==> src/rtl/led_pattern_ctrl.sv <==
// Switch debounce, release-command decode and four-mode LED sequencer.
// mode       | meaning
// MODE_PASS  | LEDs follow debounced switches, registered
// MODE_CHASE | single lit LED rotates, direction selectable
// MODE_COUNT | 4-bit binary up/down counter on the LEDs
// MODE_BLINK | all LEDs invert each step
module led_pattern_ctrl #(
  parameter int DEBOUNCE_LIMIT = 250000,
  parameter int STEP_LIMIT     = 6250000
) (
  input  logic       i_Clk,
  input  logic       i_Rst_L,
  input  logic       i_Switch_1,
  input  logic       i_Switch_2,
  input  logic       i_Switch_3,
  input  logic       i_Switch_4,
  output logic       o_LED_1,
  output logic       o_LED_2,
  output logic       o_LED_3,
  output logic       o_LED_4,
  output logic [1:0] o_Mode
);

  localparam int DB_W = (DEBOUNCE_LIMIT > 1) ? $clog2(DEBOUNCE_LIMIT) : 1;
  localparam int SC_W = (STEP_LIMIT > 1) ? $clog2(STEP_LIMIT) : 1;
  localparam logic [DB_W-1:0] DB_LAST = DB_W'(DEBOUNCE_LIMIT - 1);
  localparam logic [SC_W-1:0] SC_LAST = SC_W'(STEP_LIMIT - 1);

  typedef enum logic [1:0] {
    MODE_PASS  = 2'd0,
    MODE_CHASE = 2'd1,
    MODE_COUNT = 2'd2,
    MODE_BLINK = 2'd3
  } mode_t;

  logic [3:0]      sw_raw;
  logic [3:0]      sw_deb;
  logic [3:0]      sw_deb_d;
  logic [DB_W-1:0] db_cnt [4];
  logic [3:0]      cmd;

  mode_t           mode;
  mode_t           mode_next;
  logic [1:0]      mode_inc;
  logic            pause;
  logic            dir_up;
  logic [SC_W-1:0] step_cnt;
  logic            tick;
  logic [3:0]      pattern;
  logic [3:0]      pattern_step;

  logic            active;
  logic            run;
  logic            mode_cmd;
  logic            pause_cmd;
  logic            dir_cmd;
  logic            clr_cmd;

  assign sw_raw = {i_Switch_4, i_Switch_3, i_Switch_2, i_Switch_1};

  always_ff @(posedge i_Clk or negedge i_Rst_L) begin
    if (!i_Rst_L) begin
      sw_deb   <= '0;
      sw_deb_d <= '0;
      for (int i = 0; i < 4; i++) db_cnt[i] <= '0;
    end else begin
      sw_deb_d <= sw_deb;
      for (int i = 0; i < 4; i++) begin
        if (sw_raw[i] != sw_deb[i]) begin
          if (db_cnt[i] == DB_LAST) begin
            sw_deb[i] <= sw_raw[i];
            db_cnt[i] <= '0;
          end else begin
            db_cnt[i] <= db_cnt[i] + 1'b1;
          end
        end else begin
          db_cnt[i] <= '0;
        end
      end
    end
  end

  // A command is the release of a debounced switch.
  assign cmd       = sw_deb_d & ~sw_deb;
  assign active    = (mode != MODE_PASS);
  assign run       = active && !pause;
  assign mode_cmd  = cmd[0];
  assign pause_cmd = cmd[1] && active;
  assign dir_cmd   = cmd[2] && active;
  assign clr_cmd   = cmd[3] && active;

  assign mode_inc  = mode + 2'd1;
  assign mode_next = mode_t'(mode_inc);

  function automatic logic [3:0] init_pattern(input mode_t m, input logic [3:0] deb);
    case (m)
      MODE_PASS:  init_pattern = deb;
      MODE_CHASE: init_pattern = 4'b0001;
      default:    init_pattern = 4'b0000;
    endcase
  endfunction

  always_comb begin
    pattern_step = pattern;
    case (mode)
      MODE_CHASE: pattern_step = dir_up ? {pattern[2:0], pattern[3]}
                                        : {pattern[0], pattern[3:1]};
      MODE_COUNT: pattern_step = dir_up ? pattern + 4'd1 : pattern - 4'd1;
      MODE_BLINK: pattern_step = ~pattern;
      default:    pattern_step = pattern;
    endcase
  end

  always_ff @(posedge i_Clk or negedge i_Rst_L) begin
    if (!i_Rst_L) begin
      mode     <= MODE_PASS;
      pause    <= 1'b0;
      dir_up   <= 1'b1;
      step_cnt <= '0;
      tick     <= 1'b0;
      pattern  <= '0;
    end else if (mode_cmd) begin
      mode     <= mode_next;
      pause    <= 1'b0;
      step_cnt <= '0;
      tick     <= 1'b0;
      pattern  <= init_pattern(mode_next, sw_deb);
    end else if (clr_cmd) begin
      step_cnt <= '0;
      tick     <= 1'b0;
      pattern  <= init_pattern(mode, sw_deb);
    end else begin
      if (pause_cmd) pause  <= ~pause;
      if (dir_cmd)   dir_up <= ~dir_up;
      if (run) begin
        if (step_cnt == SC_LAST) begin
          step_cnt <= '0;
          tick     <= 1'b1;
        end else begin
          step_cnt <= step_cnt + 1'b1;
          tick     <= 1'b0;
        end
      end else begin
        tick <= 1'b0;
      end
      // A pending tick is dropped when a toggle lands on it or a pause has begun.
      if (mode == MODE_PASS)
        pattern <= sw_deb;
      else if (tick && !pause && !pause_cmd && !dir_cmd)
        pattern <= pattern_step;
    end
  end

  assign o_LED_1 = pattern[0];
  assign o_LED_2 = pattern[1];
  assign o_LED_3 = pattern[2];
  assign o_LED_4 = pattern[3];
  assign o_Mode  = mode;

endmodule

==> config.mk <==
export PLATFORM = sky130hd
export DESIGN_NAME = led_pattern_ctrl
export DESIGN_NICKNAME = d
export VERILOG_FILES = /design/src/rtl/led_pattern_ctrl.sv
export SDC_FILE = /design/constraint.sdc
export NUM_CORES = 1
export LEC_CHECK = 0
export CAP_MARGIN = 20
export CORE_UTILIZATION = 45
export CTS_BUF_LIST = sky130_fd_sc_hd__clkbuf_16
export DETAILED_ROUTE_END_ITERATION = 7
export HOLD_SLACK_MARGIN = 0.12
export PLACE_DENSITY_LB_ADDON = 0.25
export SYNTH_ARGS = -nofsm -noshare
export SYNTH_HDL_FRONTEND = slang
export SYNTH_SLANG_ARGS = --single-unit
==> constraint.sdc <==
create_clock -name i_Clk -period 5 [get_ports i_Clk]
set_input_delay 1 -clock i_Clk [delete_from_list [all_inputs] [get_ports i_Clk]]
set_output_delay 1 -clock i_Clk [all_outputs]
set_load 0.005 [all_outputs]
**After elaboration in Yosys (flattened, before gate mapping)**

Cells that the tools add are included.

- Equal/unequal tests: 14
- Bitwise operators: 7
- Mux-type cells: 28
- Reductions and logical operators: 24
- Add/sub/neg operators: 8

Operator list:

| operator | number |
|---|---|
| $mux 18 | 8 |
| $mux 23 | 4 |
| $add 18x1->18 const B | 4 |
| $eq 18x18->1 const B | 4 |
| $mux 4 | 6 |
| $add 23x1->23 const B | 1 |
| $eq 23x23->1 const B | 1 |
| $pmux 4 s2 | 2 |
| $pmux 4 s3 | 1 |
| $reduce_and 2->1 | 6 |
| $not 4->4 | 2 |
| $logic_and 1x1->1 | 7 |
| $mux 1 | 7 |
| $reduce_bool 6->1 | 1 |
| $add 4x1->4 const B | 1 |
| $and 4x4->4 | 1 |
| $eq 2x1->1 const B | 2 |
| $eq 2x2->1 const B | 2 |
| $logic_not 2->1 | 2 |
| $ne 1x1->1 | 4 |
| $not 1->1 | 4 |
| $reduce_bool 2->1 | 2 |
| $reduce_bool 4->1 | 1 |
| $sub 4x1->4 const B | 1 |
| 5 further kinds | 7 |

- Logic and storage cells: 96
- Register bits: 112
- Output and inout port bits: 6
- Input bits: 6

**Longest topological paths before layout**

Gate-level depths: netlist of run 1.

- Word-level depth: 10
- Gate-level depth with buffers: 9
- Mapped depth without buffers: 7

**Worst setup path before layout of run 1**

OpenSTA, ideal clock, no wires.

- Path kind: reg-to-reg
- Start point: reg mode[0] (netlist: o_Mode[0])
- End point: reg step_cnt[12]
- Arrival: 2.046 ns
- Required time: 4.931 ns
- Library setup time: 0.069 ns
- Stages on the path, launching flop included: 7
- Clock period less this slack: 2.115 ns
- Buffers on the path: 0
- Setup slack: 2.885 ns
- Cells stage by stage: dfrtp_1 > inv_1 > ha_1 > or4_4 > a21o_1 > or4_1 > nand3_1

- Word-level cells in the longest chain between the ends: 4
- Elaborated cells on any way between the ends: 6
- Those cells by class: 2 x mux; 4 x reduce/logical

Ends and longest elaborated chain:

| element | line | RTL |
|---|---|---|
| start, declared | 42 | `mode_t mode;` |
| start signal, assigned | 123 | `mode <= mode_next;` |
| $reduce_bool 2->1 * | 85 | `assign active = (mode != MODE_PASS);` |
| $logic_and 1x1->1 | 90 | `assign clr_cmd = cmd[3] && active;` |
| $mux 23 | 128 | `end else if (clr_cmd) begin` |
| $mux 23 | 122 | `end else if (mode_cmd) begin` |
| end signal, assigned | 140 | `step_cnt <= step_cnt + 1'b1;` |
| end, declared | 47 | `logic [SC_W-1:0] step_cnt;` |

Mark *: on every way between the ends. The rest lies on a longest branch, timed or not.
A chain may end at the register's enable or synchronous reset.

**Final worst setup path of run 1**

- Start point: reg mode[0] (netlist: o_Mode[0])
- End point: reg step_cnt[21]

The elaborated chain is that of the path after synthesis.

==> flow_metrics.env, run 1 <==
export IMPL_worstPathMaxFanout=25
export IMPL_rows=41
export IMPL_peakVddDrop_mv=0.229
export IMPL_p_seq_share_pct=51.3
export IMPL_slowest_stage="a21oi_2"
export IMPL_cts_tree="yes"
export IMPL_fmax_ghz=0.349
export IMPL_dr_pass1_iters=4
export IMPL_vias=4333
export IMPL_overflow=0
export IMPL_reg2reg_depth=6
export IMPL_worstPathArrival_ps=3130
export IMPL_post_cts_resized=0
export IMPL_cts_root_buf="clkbuf_16"
export IMPL_routabilityCongestion=0.825
export IMPL_sw_frac_of_total_pct=21.0
export IMPL_whs_endpoint="db_cnt[54]"
export IMPL_areaGrowthSynthToFinish_pct=10.0
export IMPL_numCtsBuffers=9
export IMPL_die_width_um=116
export IMPL_synth_top_flop_cell="dfrtp_1"
export IMPL_p_comb_share_pct=3.3
export IMPL_synthDistinctLibCells=52
export IMPL_place_area_um2=6040
export IMPL_synth_seq_cells=112
export IMPL_synthesis_area_um2=5800
export IMPL_finalSetupTns_ps=0
export IMPL_yosys_warnings=0
export IMPL_die_area_um2=13400
export IMPL_drive_gt1_share_pct=5.67
export IMPL_drc=0
export IMPL_fin_cells=789
export IMPL_maxCapViolCount=0
export IMPL_cp_start_kind="register"
export IMPL_antenna_found_initial=0
export IMPL_p_total_uw=1800
export IMPL_hold_path_class="register to register"
export IMPL_initial_core_util_pct=46.0
export IMPL_ff_latch_area_um2=2800
export IMPL_slew_headroom_pct=30.9
export IMPL_viasPerCell=5.49
export IMPL_layout_common_cells="111 x dfrtp_1, 99 x nor2_1, 49 x nand2_1, 45 x nand3_1, 42 x xnor2_1"
export IMPL_drv_slew=0
export IMPL_first_iter_violations=274
export IMPL_synth_edf_count=0
export IMPL_n_fill_cell=1168
export IMPL_die_h_um=116
export IMPL_rrSetupSlack_ps=2140
export IMPL_hold_start="db_cnt[54]"
export IMPL_power_density_nw_per_um2=283
export IMPL_clk_path_buf_depth=2
export IMPL_critPathCaptureType="register"
export IMPL_utilization_pct=50.6
export IMPL_clock_sinks=112
export IMPL_synthCells=610
export IMPL_r2r_start="o_Mode[0]"
export IMPL_worst_setup_path_type="register to register"
export IMPL_worstPathCellList="inv_1 > ha_1 > or4_4 > a21oi_2 > a41oi_1 > a31oi_1"
export IMPL_core_area_um2=12600
export IMPL_grt_pass1_vias=4171
export IMPL_finalClockSkew_ps=8.01
export IMPL_htree_levels=3
export IMPL_grt_max_degree=72
export IMPL_p_sw_uw=379
export IMPL_port_buffers=11
export IMPL_num_io_pins=12
export IMPL_clk_pin_slew_worst_paths_ps=70
export IMPL_status="finished clean"
export IMPL_ant_nets=0
export IMPL_place_inst=772
export IMPL_hpwl_mm=7.46
export IMPL_p_int_uw=1430
export IMPL_grt_first_pass_wirelength_mm=19.1
export IMPL_rsz0062_at_grt="false"
export IMPL_slowest_delay_ps=770
export IMPL_post_drt_wl_per_cell_um=14.1
export IMPL_synth_async_sr_flop_share_pct=100
export IMPL_layout_commonest_cell="dfrtp_1"
export IMPL_post_route_period_util_pct=57.3
export IMPL_postCtsSetupBuffers=0
export IMPL_antenna_cells=0
export IMPL_multi_input_area_um2=2830
export IMPL_wl_mm=11.1
export IMPL_postCtsHoldBufs=0
export IMPL_syn_num_nets=629
export IMPL_period_needed_ps=2860
export IMPL_r2r_end="step_cnt[21]"
export IMPL_clkPwrFrac_pct=45.4
export IMPL_finalSetupViolCount=0
export IMPL_p_leak_uw=0.00265
export IMPL_required_ps=5260
export IMPL_design_area_um2=6390
export IMPL_clock_latency_ps=350
export IMPL_ys_seq_area_share_pct=48.3
export IMPL_holdPathStages=1
export IMPL_max_slew_worst_pin_slew_ps=1040
export IMPL_finalNetCount=631
export IMPL_grt_usage_pct=18.3
export IMPL_avgSynthCellArea_um2=9.52
export IMPL_hold_violations=0
[kinds of logic after synthesis]
kind of cell	share of synthesized area [%]
adders and majority gates	2.93
muxes	2.05
and+or+nand+nor	24.6
buffers and inverters	2.93
AOI/OAI and AO/OA	8.00
xor gates and xnor gates	11.2
DFF	48.3
[cell usage after synthesis (4+ instances only)]
| cell | number | area, um^2 |
|---|---|---|
| a21o_1 | 5 | 37.5 |
| inv_1 | 20 | 75.1 |
| nand3b_1 | 4 | 30.0 |
| o21ai_0 | 15 | 75.1 |
| ha_1 | 12 | 150 |
| buf_2 | 4 | 20.0 |
| dfrtp_1 | 111 | 2780 |
| a221oi_1 | 4 | 35.0 |
| nor2_1 | 99 | 372 |
| nor4_1 | 10 | 62.6 |
| nand4_1 | 16 | 100 |
| nand2b_1 | 4 | 25.0 |
| nand2_1 | 49 | 184 |
| or2_2 | 4 | 25.0 |
| and4_1 | 9 | 78.8 |
| mux2i_1 | 4 | 40.0 |
| a31oi_1 | 11 | 68.8 |
| mux2_2 | 7 | 78.8 |
| and3_1 | 16 | 100 |
| a21oi_1 | 9 | 45.0 |
| xnor2_1 | 42 | 368 |
| nor3_1 | 18 | 90.1 |
| nand3_1 | 45 | 225 |
| clkbuf_1 | 15 | 56.3 |
| xor2_1 | 32 | 280 |
| a41oi_1 | 6 | 52.6 |
[power groups by stage]
stage,combinational (uW),sequential [uW],clock (uW)
after CTS,61.8,926,848
after floorplan,30.8,942,0
after global routing,70.5,928,882
final,59.0,927,819
after detailed placement,60.9,944,0
after global placement,59.2,944,0
[routing by layer]
metal  share of wire, %  global-route usage, %
met5                  0                      0
met3                3.8                   5.13
met2                 49                   31.7
met1                 46                   22.2
met4                1.4                   5.19
[worst max-delay path, delay by kind of cell, from the launching register on]
kind | cells | cell delay, ps
AOI/OAI and AO/OA | 3 | 1250
and+or+nand+nor | 1 | 630
DFF | 1 | 390
adders and majority gates | 1 | 380
buffers and inverters | 1 | 110
[layout make-up]
| cell class | count | share of cell area, % |
|---|---|---|
| tap | 172 | 3.37 |
| clock buffer | 9 | 3.53 |
| timing repair buffer | 13 | 1.88 |
| inverter | 20 | 1.18 |
| sequential | 112 | 43.9 |
| clock inverter | 7 | 1.84 |
| multi-input combinational | 456 | 44.3 |
[worst max-delay path by stage]
stage / start / to / slack, ps / cells past startpoint
after floorplan: o_Mode[0] / step_cnt[12] / 2880 / 6
after global placement: o_Mode[0] / step_cnt[20] / 2330 / 6
after detailed placement: o_Mode[0] / step_cnt[21] / 2180 / 6
after CTS: o_Mode[0] / step_cnt[21] / 2160 / 6
after global routing: o_Mode[0] / step_cnt[21] / 1950 / 6
final: o_Mode[0] / step_cnt[21] / 2140 / 6
[registers in the layout, summed over array words and instances (netlist names)]
register	count
dir_up	1
sw_deb	4
pattern	4
o_Mode	2
step_cnt	23
db_cnt	72
tick	1
sw_deb_d	4
pause	1
[metrics by stage]
step | hold slack, ps | setup slack (ps)
6_report | 449 | 2140
5_1_grt | 481 | 1950
4_1_cts | 458 | 2160
3_5_place_dp | 448 | 2180
3_3_place_gp | 440 | 2330
2_1_floorplan | 420 | 2880
(Power assumes the default switching activity.)
==> run 2, diff against run 1 <==
==> constraint.sdc (replaced) <==
create_clock -name i_Clk -period 2.4 [get_ports i_Clk]
set_input_delay 0.48 -clock i_Clk [delete_from_list [all_inputs] [get_ports i_Clk]]
set_output_delay 0.48 -clock i_Clk [all_outputs]
set_load 0.005 [all_outputs]
==> flow_metrics.env, run 2 (synthesis results as in run 1) <==
export IMPL_whs_endpoint="db_cnt[54]"
export IMPL_antenna_found_initial=0
export IMPL_slew_headroom_pct=42.3
export IMPL_num_io_pins=12
export IMPL_grt_pass1_vias=4230
export IMPL_numCtsBuffers=9
export IMPL_grt_first_pass_wirelength_mm=19.6
export IMPL_finalNetCount=640
export IMPL_post_route_period_util_pct=92.0
export IMPL_p_leak_uw=0.00268
export IMPL_ant_nets=0
export IMPL_dr_pass1_iters=4
export IMPL_grt_max_degree=56
export IMPL_worstPathArrival_ps=2480
export IMPL_antenna_cells=0
export IMPL_overflow=0
export IMPL_r2r_end="step_cnt[9]"
export IMPL_die_h_um=116
export IMPL_hold_path_class="register to register"
export IMPL_cts_tree="yes"
export IMPL_worstPathMaxFanout=12
export IMPL_hold_violations=0
export IMPL_peakVddDrop_mv=0.499
export IMPL_period_needed_ps=2210
export IMPL_core_area_um2=12600
export IMPL_finalClockSkew_ps=9.64
export IMPL_rsz0062_at_grt="false"
export IMPL_maxCapViolCount=0
export IMPL_initial_core_util_pct=46.0
export IMPL_reg_top3="db_cnt (72), step_cnt (23)"
export IMPL_clock_latency_ps=360
export IMPL_cp_start_kind="register"
export IMPL_routabilityCongestion=0.824
export IMPL_whs_ps=452
export IMPL_clk_pin_slew_worst_paths_ps=70
export IMPL_fmax_ghz=0.453
export IMPL_grt_usage_pct=18.6
export IMPL_die_area_um2=13400
export IMPL_critPathCaptureType="register"
export IMPL_hold_start="db_cnt[54]"
export IMPL_place_area_um2=6100
export IMPL_status="finished clean"
export IMPL_viasPerCell=5.41
export IMPL_largest_reg_flops=72
export IMPL_clock_sinks=112
export IMPL_areaGrowthSynthToFinish_pct=11.1
export IMPL_wl_mm=11.4
export IMPL_die_width_um=116
export IMPL_port_buffers=11
export IMPL_rows=41
export IMPL_clk_path_buf_depth=2
export IMPL_max_slew_worst_pin_slew_ps=862
export IMPL_vias=4313
export IMPL_rrSetupSlack_ps=190
export IMPL_layout_common_cells="111 x dfrtp_1, 99 x nor2_1, 49 x nand2_1, 45 x nand3_1, 42 x xnor2_1"
export IMPL_post_drt_wl_per_cell_um=14.3
export IMPL_drv_slew=0
export IMPL_layout_commonest_cell="dfrtp_1"
export IMPL_holdPathStages=1
export IMPL_hpwl_mm=7.61
export IMPL_htree_levels=3
export IMPL_finalSetupTns_ps=0
export IMPL_cts_root_buf="clkbuf_16"
export IMPL_required_ps=2670
export IMPL_regMostFlops="db_cnt"
export IMPL_reg2reg_depth=6
export IMPL_finalSetupViolCount=0
export IMPL_power_density_nw_per_um2=566
export IMPL_design_area_um2=6450
export IMPL_drive_gt1_share_pct=6.56
export IMPL_worst_setup_path_type="register to register"
export IMPL_drc=0
export IMPL_first_iter_violations=261
export IMPL_r2r_start="o_Mode[0]"
==> run 2: per-layer routing <==
layer	wire (um)	part of all wire (%)	track usage (%)
met5	0	0	0
met4	116	1.0	5.97
met3	318	2.8	5.13
met2	5620	49	30.4
met1	5340	47	24.1
==> run 2: cell type report <==
type / instances / area, um^2
well taps: 172 / 215
repair buffers: 21 / 198
clock buffers: 9 / 225
fillers: 1177 / 6170
flip-flops and latches: 112 / 2800
multi-input cells: 457 / 2850
clock inverters: 6 / 82.6
inverters: 20 / 75.1
==> run 2: worst max-delay path: stages, from the launching register on <==
cell	delay [ps]
dfrtp_1	400
inv_1	120
ha_1	230
or4_4	600
a21oi_2	480
nand2_1	110
mux2i_1	180
==> run 2: worst max path at each step <==
| stage | start | endpoint | cells past startpoint | slack, ps |
|---|---|---|---|---|
| floorplan | o_Mode[0] | step_cnt[12] | 6 | 280 |
| global placement | o_Mode[0] | step_cnt[17] | 6 | -60 |
| detailed placement | o_Mode[0] | step_cnt[20] | 6 | -180 |
| CTS | o_Mode[0] | step_cnt[19] | 6 | 70 |
| global route | step_cnt[10] | step_cnt[20] | 5 | 20 |
| finish | o_Mode[0] | step_cnt[9] | 6 | 190 |
==> run 2: through the flow <==
step | utilization [%] | power (uW) | setup WS (ps) | cells
floorplan | - | 2030 | 285 | 610
global placement | 48.4 | 2090 | -63.3 | 779
detailed placement | 48.4 | 2100 | -176 | 779
CTS | 51.0 | 3710 | 67.7 | 795
global route | 51.1 | 3800 | 21.6 | 797
finish | 51.1 | 3650 | 192 | 797
==> run 2: report_power, final <==
group	internal (uW)	total, uW	switching, uW
Clock	906	1590	683
Combinational	43.9	129	84.7
Sequential	1910	1930	21.8
Total	2860	3650	790
==> run 2: timing repair <==
item	CTS	global route
endpoints found under the hold margin	30	0
endpoints found under the setup margin	14	8
resized for setup	1	0
buffers inserted	0	1
gates cloned	0	1
hold buffers	1	0
pin swaps	0	1
